**src/rtl/routed_port_pkg.sv**
```systemverilog
// Shared definitions for routed_port_handler: port indices, the buffered request
// record and the dimension-ordered routing function.
package routed_port_pkg;

    localparam int NUM_PORTS = 5;
    localparam int PORT_N    = 0;
    localparam int PORT_S    = 1;
    localparam int PORT_E    = 2;
    localparam int PORT_W    = 3;
    localparam int PORT_L    = 4;

    // The record is sized for the widest supported instance; narrower instances
    // zero-extend into it and unused upper bits are trimmed by synthesis.
    localparam int MAX_COORD_W    = 8;
    localparam int MAX_MEM_ADDR_W = 24;
    localparam int MAX_ADDR_W     = 2 * MAX_COORD_W;
    localparam int MAX_DEST_W     = MAX_ADDR_W + MAX_MEM_ADDR_W;

    typedef struct packed {
        logic [MAX_DEST_W-1:0] dest;
        logic [MAX_ADDR_W-1:0] requester;
        logic                  rd;
        logic                  wr;
    } portReq_t;

    // One-hot output port for a destination; yx selects which axis is resolved first.
    function automatic logic [NUM_PORTS-1:0] route_sel(
        input logic [MAX_COORD_W-1:0] localX,
        input logic [MAX_COORD_W-1:0] localY,
        input logic [MAX_COORD_W-1:0] destX,
        input logic [MAX_COORD_W-1:0] destY,
        input logic                   yx
    );
        logic [NUM_PORTS-1:0] sel;
        sel = '0;
        if (yx) begin
            if (destY > localY)      sel[PORT_N] = 1'b1;
            else if (destY < localY) sel[PORT_S] = 1'b1;
            else if (destX > localX) sel[PORT_E] = 1'b1;
            else if (destX < localX) sel[PORT_W] = 1'b1;
            else                     sel[PORT_L] = 1'b1;
        end else begin
            if (destX > localX)      sel[PORT_E] = 1'b1;
            else if (destX < localX) sel[PORT_W] = 1'b1;
            else if (destY > localY) sel[PORT_N] = 1'b1;
            else if (destY < localY) sel[PORT_S] = 1'b1;
            else                     sel[PORT_L] = 1'b1;
        end
        return sel;
    endfunction

endpackage

```
**src/rtl/port_req_fifo.sv**
```systemverilog
// Synchronous request FIFO with occupancy count and a registered write-ready
// that never depends combinationally on the read side.
module port_req_fifo #(
    parameter int DEPTH = 4,
    parameter int WIDTH = 8
) (
    input  logic                       clk,
    input  logic                       reset,
    input  logic                       wrEn,
    input  logic [WIDTH-1:0]           wrData,
    input  logic                       rdEn,
    output logic [WIDTH-1:0]           rdData,
    output logic                       empty,
    output logic                       wrReady,
    output logic [$clog2(DEPTH):0]     count
);

    localparam int PTR_W = $clog2(DEPTH);
    localparam int CNT_W = PTR_W + 1;

    logic [WIDTH-1:0] mem [DEPTH];
    logic [PTR_W-1:0] wrPtr;
    logic [PTR_W-1:0] rdPtr;
    logic [CNT_W-1:0] countNext;
    logic             full;
    logic             doWr;
    logic             doRd;

    assign full      = (count == CNT_W'(DEPTH));
    assign empty     = (count == '0);
    assign doWr      = wrEn && !full;
    assign doRd      = rdEn && !empty;
    assign countNext = count + CNT_W'(doWr) - CNT_W'(doRd);
    assign rdData    = mem[rdPtr];

    // DEPTH is a power of two, so the pointers wrap by plain overflow.
    always_ff @(posedge clk) begin
        if (reset) begin
            wrPtr   <= '0;
            rdPtr   <= '0;
            count   <= '0;
            wrReady <= 1'b0;
        end else begin
            if (doWr) wrPtr <= wrPtr + 1'b1;
            if (doRd) rdPtr <= rdPtr + 1'b1;
            count   <= countNext;
            wrReady <= (countNext != CNT_W'(DEPTH));
        end
    end

    always_ff @(posedge clk) begin
        if (doWr) mem[wrPtr] <= wrData;
    end

endmodule

```
**src/rtl/routed_port_handler.sv**
```systemverilog
// Router input port: buffers requests, routes them dimension-ordered (XY or YX) and
// presents them on a registered handshake stage. Define ROUTE_STATS_EN for per-port counters.
module routed_port_handler
    import routed_port_pkg::*;
#(
    parameter int COORD_W    = 3,
    parameter int MEM_ADDR_W = 8,
    parameter int DEPTH      = 4,
    parameter int ROUTE_YX   = 0
) (
    input  logic                            clk,
    input  logic                            reset,
    input  logic [2*COORD_W-1:0]            localRouterAddress,
    input  logic                            in_valid,
    output logic                            in_ready,
    input  logic [2*COORD_W+MEM_ADDR_W-1:0] destinationAddressIn,
    input  logic [2*COORD_W-1:0]            requesterAddressIn,
    input  logic                            readIn,
    input  logic                            writeIn,
    output logic                            out_valid,
    input  logic [NUM_PORTS-1:0]            out_ready,
    output logic [NUM_PORTS-1:0]            outputPortSelect,
    output logic [2*COORD_W+MEM_ADDR_W-1:0] destinationAddressOut,
    output logic [2*COORD_W-1:0]            requesterAddressOut,
    output logic                            readOut,
    output logic                            writeOut,
    output logic                            memRead,
    output logic                            memWrite,
    output logic                            protocol_err,
`ifdef ROUTE_STATS_EN
    output logic [16*NUM_PORTS-1:0]         stats_count,
`endif
    output logic [$clog2(DEPTH):0]          fifo_count
);

    localparam int ADDR_W = 2 * COORD_W;
    localparam int DEST_W = ADDR_W + MEM_ADDR_W;

    portReq_t             wrReq;
    portReq_t             headReq;
    logic                 fifoEmpty;
    logic                 accept;
    logic                 badOp;
    logic                 granted;
    logic                 loadStage;
    logic [NUM_PORTS-1:0] headSel;
    logic                 unusedHeadBits;

    // Handshake: a request transfers on any edge where in_valid && in_ready. Only
    // single-op requests are stored; both-ops is consumed and flagged, no-op is dropped.
    // On the output side a request completes when out_valid and its selected port's
    // out_ready are both high; ready bits of other ports are ignored.
    assign accept    = in_valid && in_ready && (readIn ^ writeIn);
    assign badOp     = in_valid && in_ready && readIn && writeIn;
    assign granted   = out_valid && |(out_ready & outputPortSelect);
    assign loadStage = (!out_valid || granted) && !fifoEmpty;

    always_comb begin
        wrReq           = '0;
        wrReq.dest      = MAX_DEST_W'(destinationAddressIn);
        wrReq.requester = MAX_ADDR_W'(requesterAddressIn);
        wrReq.rd        = readIn;
        wrReq.wr        = writeIn;
    end

    port_req_fifo #(
        .DEPTH (DEPTH),
        .WIDTH ($bits(portReq_t))
    ) u_fifo (
        .clk     (clk),
        .reset   (reset),
        .wrEn    (accept),
        .wrData  (wrReq),
        .rdEn    (loadStage),
        .rdData  (headReq),
        .empty   (fifoEmpty),
        .wrReady (in_ready),
        .count   (fifo_count)
    );

    assign headSel = route_sel(
        MAX_COORD_W'(localRouterAddress[ADDR_W-1:COORD_W]),
        MAX_COORD_W'(localRouterAddress[COORD_W-1:0]),
        MAX_COORD_W'(headReq.dest[MEM_ADDR_W+COORD_W +: COORD_W]),
        MAX_COORD_W'(headReq.dest[MEM_ADDR_W +: COORD_W]),
        ROUTE_YX != 0
    );

    // Zero-extension padding of the shared record is never read back.
    assign unusedHeadBits = ^headReq;

    always_ff @(posedge clk) begin
        if (reset) begin
            out_valid             <= 1'b0;
            outputPortSelect      <= '0;
            destinationAddressOut <= '0;
            requesterAddressOut   <= '0;
            readOut               <= 1'b0;
            writeOut              <= 1'b0;
            memRead               <= 1'b0;
            memWrite              <= 1'b0;
            protocol_err          <= 1'b0;
        end else begin
            protocol_err <= badOp;
            if (loadStage) begin
                out_valid             <= 1'b1;
                outputPortSelect      <= headSel;
                destinationAddressOut <= headReq.dest[DEST_W-1:0];
                requesterAddressOut   <= headReq.requester[ADDR_W-1:0];
                readOut               <= headReq.rd;
                writeOut              <= headReq.wr;
                memRead               <= headSel[PORT_L] && headReq.rd;
                memWrite              <= headSel[PORT_L] && headReq.wr;
            end else if (granted) begin
                out_valid        <= 1'b0;
                outputPortSelect <= '0;
                memRead          <= 1'b0;
                memWrite         <= 1'b0;
            end
        end
    end

`ifdef ROUTE_STATS_EN
    for (genvar p = 0; p < NUM_PORTS; p++) begin : gStats
        logic [15:0] portCount;
        always_ff @(posedge clk) begin
            if (reset) begin
                portCount <= '0;
            end else if (granted && outputPortSelect[p] && portCount != 16'hFFFF) begin
                portCount <= portCount + 16'd1;
            end
        end
        assign stats_count[16*p +: 16] = portCount;
    end
`endif

endmodule

```
**config.mk**
```make
export PLATFORM = sky130hd
export DESIGN_NAME = routed_port_handler
export DESIGN_NICKNAME = d
export VERILOG_FILES = /design/src/rtl/routed_port_pkg.sv /design/src/rtl/port_req_fifo.sv /design/src/rtl/routed_port_handler.sv
export SDC_FILE = /design/constraint.sdc
export NUM_CORES = 1
export LEC_CHECK = 0
export BUFFER_PORTS_ARGS = -buffer_cell sky130_fd_sc_hd__buf_4
export CORE_MARGIN = 2
export CORE_UTILIZATION = 50
export CTS_CLUSTER_DIAMETER = 40
export DETAILED_ROUTE_END_ITERATION = 10
export PLACE_DENSITY = 0.71
export REMOVE_ABC_BUFFERS = 1
export SYNTH_ARGS = -nofsm -noshare
export SYNTH_HDL_FRONTEND = slang
export SYNTH_SLANG_ARGS = --single-unit
```
**constraint.sdc**
```tcl
create_clock -name clk -period 3.5 [get_ports clk]
set_clock_uncertainty 0.2 [all_clocks]
set_input_delay 0.175 -clock clk [delete_from_list [all_inputs] [get_ports clk]]
set_output_delay 0.175 -clock clk [all_outputs]
set_load 0.05 [all_outputs]
```
# After elaboration in Yosys (flattened, before gate mapping)
# Memories as Yosys holds them, arrays and structs flattened. A register that Yosys moved wholly into a read port is not among the register bits.
# Cells that the tools add are included.
# W data, S select, Z words.
# totals
regBits	39
mem_bits_rw	88
inputBits	36
output_inout_bits	35
elab_cells	64
memories	1
# mem_list
memory	depth	word_bits	read_ports	rd_ports_with_merged_regs	wr	line	rtl
u_fifo.mem	4	22	1	1	1	port_req_fifo.sv:21	logic [WIDTH-1:0] mem [DEPTH];
# op_classes
add_sub_neg	4
n_lt_le_gt_ge	4
eq_ne	2
n_mux	21
n_bitwise	2
reduce_logical	17
# ops
operator	n
$mux W1	14
$logic_and A1 B1 Y1	10
$mux W2	5
$mux W5	2
$gt A3 B3 Y1	2
$lt A3 B3 Y1	2
$and A5 B5 Y5	1
$reduce_or A5 Y1	1
$add A2 B1 Y2 const B	2
$add A3 B1 Y3	1
$eq A3 B3 Y1 const B	1
$logic_not A1 Y1	3
$logic_not A3 Y1	1
$ne A3 B3 Y1 const B	1
$sub A3 B1 Y3	1
$reduce_bool A2 Y1	1
$logic_or A1 B1 Y1	1
$xor A1 B1 Y1	1

# Logic depth before layout (Yosys ltp)
# logic_depth
depth_word	8
ltp_mapped	11
ltp_nobuf	10

# Cells and area by module
# Synthesis repeated with hierarchy kept, for this count alone.
# unflattened
hier_cells	515
area_unflattened_um2	10232.3
# by_module_without_submodules
mod	n_inst	cells_each	area_each_um2	seq_area_each_um2
port_req_fifo	1	356	8889.8	7166.9
routed_port_handler	1	159	1342.5	620.6

# Least setup slack after synthesis
# OpenSTA, ideal clock, no wires.
# synth_path
kind	register to register
from	register out_valid
to	register u_fifo.wrReady
setup_ns	0.128
arrival_ns	2.662
t_required_ns	3.172
setup_slack_ns	0.511
path_stages_with_launch	12
n_path_buf	1
synth_period_minus_slack_ns	2.989
path_cell_list	dfxtp_1 > a21bo_2 > o31ai_4 > inv_2 > buf_2 > ha_1 > inv_1 > ha_1 > fa_1 > xnor2_1 > nor3_1 > nor2_1
# synth_via
elab_chain_cells	6
word_cells_on_any_way	7
cone_classes	add/sub: 1; eq/ne: 1; reduce/logical: 5
# synth_rtl
item	line	rtl
from (decl)	routed_port_handler.sv:20	output logic out_valid,
from (signal assigned)	routed_port_handler.sv:94	out_valid <= 1'b0;
from (signal assigned)	routed_port_handler.sv:106	out_valid <= 1'b1;
from (signal assigned)	routed_port_handler.sv:115	out_valid <= 1'b0;
$logic_not A1 Y1 or $logic_and A1 B1 Y1 (tied branches)	routed_port_handler.sv:56, routed_port_handler.sv:55	
$logic_or A1 B1 Y1 (*)	routed_port_handler.sv:56	assign loadStage = (!out_valid || granted) && !fifoEmpty;
$logic_and A1 B1 Y1 (*)	routed_port_handler.sv:56	
net loadStage	routed_port_handler.sv:45	logic loadStage;
$logic_and A1 B1 Y1 (*)	port_req_fifo.sv:32	assign doRd = rdEn && !empty;
$sub A3 B1 Y3 (*)	port_req_fifo.sv:33	assign countNext = count + CNT_W'(doWr) - CNT_W'(doRd);
$ne A3 B3 Y1 (*)	port_req_fifo.sv:47	wrReady <= (countNext != CNT_W'(DEPTH));
to (signal assigned)	port_req_fifo.sv:47	
to (decl)	port_req_fifo.sv:14	output logic wrReady,
# The timed path passes the listed nets; every way through them passes the cells marked *.
# A chain may end at the register's enable or synchronous reset.

==> metrics.txt <==
initial drt markers=122; # IOs=71; status=completed; Via-to-Cell Ratio=5.25; fraction of registers with async set/reset=0%; Max Freq=0.314 GHz; post-route cell area=0.00652 sq mm; CTS buffer count=17; number of global-route vias before repair=3128; Synth top cells by count=edfxtp_1, nand2_1, dfxtp_1, a21oi_1, mux4_2; R2R cell count=7; routing usage on met3=4.57%; clock buffer depth=2; post-route ant nets=0; sequential area share after synthesis=70.3%; Reg power frac=36.8%; first-pass GRT wire length=15600 um; Top Usage Layer GRT=met2; largest net degree at the start of global routing=37; Filler cells=682; Clock Power Share=31.6%; crit path max fanout=15; met2 usage=35.2%; Worst EP arrival=3.44 ns; post-synth top area share=53.6%; Sw Pwr=1.86 mW; WL final=10000 um; overflow left after global routing=0; library cells used by synthesis=36; Starting Density=50.9%; Worst path max stage delay=0.66 ns; most used flip-flop cell after synthesis=edfxtp_1; TNS Setup=0 ns; vias=3047; Die Wd=103 um; met1 Use GR=24.5%; placed instance area=0.00562 sq mm; worst-skew pair later-pin latency=0.51 ns; fin crit share=91.0%; worst setup margin=0.314 ns; top-count cell post-synth=edfxtp_1; CP required=3.75 ns; static leakage=2.45 nW; Synth area leaders=edfxtp_1, dfxtp_1, mux4_2; family with the most delay on the worst path=flip-flops; WS Path Type=flop to flop; Slowest cell on crit path=dfxtp_2; Residual DRC=0; Synthesis Warnings=0; Setup violations, final=0; Tmin final=3.19 ns; maximum VDD drop=0.484 mV; Avg Cell Area, Syn=15.5 sq um; DIE HEIGHT=103 um; clock-pin slew on the worst setup and hold paths=0.06 ns; Hold Violations, Final=0; Place WS=0.724 ns; WHS Path Cells=5; Syn Inst Count=317; RD Place Congestion=0.691; Slew Viols, Final=0; number of port buffers=70; # rows=36; Seq cells post-synth=129; Tot GR Track Use=20.3%; CP Launch Type=flop; Comb pwr share=31.6%; cell area after synthesis=0.00493 sq mm; PD cells=819 mW/mm^2; routed len/inst=17.3 um; # nets final=483; critical-path cell list=mux4_2 -> ha_1 -> nand3_1 -> a211oi_1 -> nand2_1 -> o2bb2ai_1 -> dlygate4sd3_1; actual slew at the worst max-slew pin=0.588 ns; die area=0.0107 sq mm; P&R area growth vs syn=32.3%; Sw Ratio=34.9%; RSZ-0062 raised after global routing=no; initial antenna violation count=0; share of layout cells above drive strength 1=30.6%; max cap viols=0; Hold Path Class=primary input to flop; Pre-Repair DR Iteration Count=4; Post-synth EDFFs=88; CP bufs+invs=1; Crit path depth=7; Core ar.=0.00968 sq mm; Synth area leader=edfxtp_1; total power=5.34 mW; Pint=3.47 mW; CTS root buf=clkbuf_8; H-tree depth=4; TritonCTS sink count=129; post-DP HPWL=5950 um; CTS tree=yes; Slew HR=60.8%; Crit. End Element=flop; antenna diode count=0
==> timing repair <==
| item | CTS | global route |
|---|---|---|
| hold buffers | 32 | 0 |
| setup buffers | 0 | 0 |
| gates resized for setup | 0 | 0 |
| endpoints found under the hold margin | 124 | 0 |
==> per-layer routing <==
metal  up-vias  wire length [um]  share of wire (%)
met2        95              5240                 52
met1      1529              4240                 42
met3         6               446                4.5
met5         -                 0                  0
met4         0                85               0.85
li1       1417                 -                  -
==> worst reg2reg max path, stage by stage (launching register included) <==
cell	delay (ns)
dfxtp_2	0.66
mux4_2	0.61
ha_1	0.31
nand3_1	0.11
a211oi_1	0.33
nand2_1	0.15
o2bb2ai_1	0.19
dlygate4sd3_1	0.56
==> sequential cells by signal, indices dropped and copies added (netlist names), named ones only <==
register	count
u_fifo.mem	88
writeOut	1
u_fifo.rdPtr	2
memRead	1
requesterAddressOut	6
u_fifo.wrPtr	2
out_valid	1
u_fifo.count	3
memWrite	1
destinationAddressOut	14
protocol_err	1
readOut	1
u_fifo.wrReady	1
outputPortSelect	5
==> logic make-up (layout without fill, tap and decap cells) <==
| kind of cell | after synthesis | in the layout | synth area share, % |
|---|---|---|---|
| flops | 129 | 129 | 70.3 |
| simple gates | 76 | 76 | 6.55 |
| compound gates | 44 | 44 | 6.12 |
| buf+inv | 26 | 156 | 2.24 |
| mux | 23 | 23 | 10.3 |
| fa+ha+maj | 13 | 13 | 3.45 |
| xor+xnor | 6 | 6 | 1.07 |
==> power by group through the flow <==
stage | clock, mW | sequential [mW] | combinational [mW]
floorplan | 0 | 2.45 | 0.677
global placement | 0 | 1.99 | 1.63
detailed placement | 0 | 2.00 | 1.65
CTS | 1.71 | 1.97 | 1.70
global route | 1.77 | 1.99 | 1.83
finish | 1.69 | 1.97 | 1.68
==> final cells by class <==
class,instances,area (sq um),area share (%)
sequential,129,3460,53.2
clock inverter,15,159,2.44
timing repair buffer,110,906,13.9
tap,133,166,2.55
clock buffer,17,414,6.36
inverter,14,52.6,0.807
multi-input combinational,162,1350,20.8
==> cells in the final DEF (no fill, tap or decap), types with 5 or more instances in the layout <==
master / n
a21oi_1: 25
buf_4: 78
clkbuf_16: 16
clkinv_4: 5
dfxtp_1: 40
dlygate4sd3_1: 32
edfxtp_1: 88
ha_1: 12
inv_1: 13
mux4_2: 22
nand2_1: 50
nor2_1: 9
xnor2_1: 6
==> worst paths after layout <==
check	to	startpoint	slack (ns)
worst max-delay path	outputPortSelect[0]	flop	0.31
worst min-delay path	outputPortSelect[3]	localRouterAddress[5]	0.03
worst max register to register	outputPortSelect[0]	flop	0.31
worst min register to register	destinationAddressOut[1]	destinationAddressOut[1]	0.25
==> metrics by stage <==
step / cells / util [%] / hold WS, ns
final: 580 / 67.3 / 0.0315
after global routing: 580 / 67.3 / 0.0359
after CTS: 580 / 67.3 / 0.0128
after detailed placement: 516 / 58.0 / 0.183
after global placement: 516 / 58.0 / 0.176
after floorplan: 305 / - / 0.0441
No activity file was read; power rests on OpenSTA's default activity.
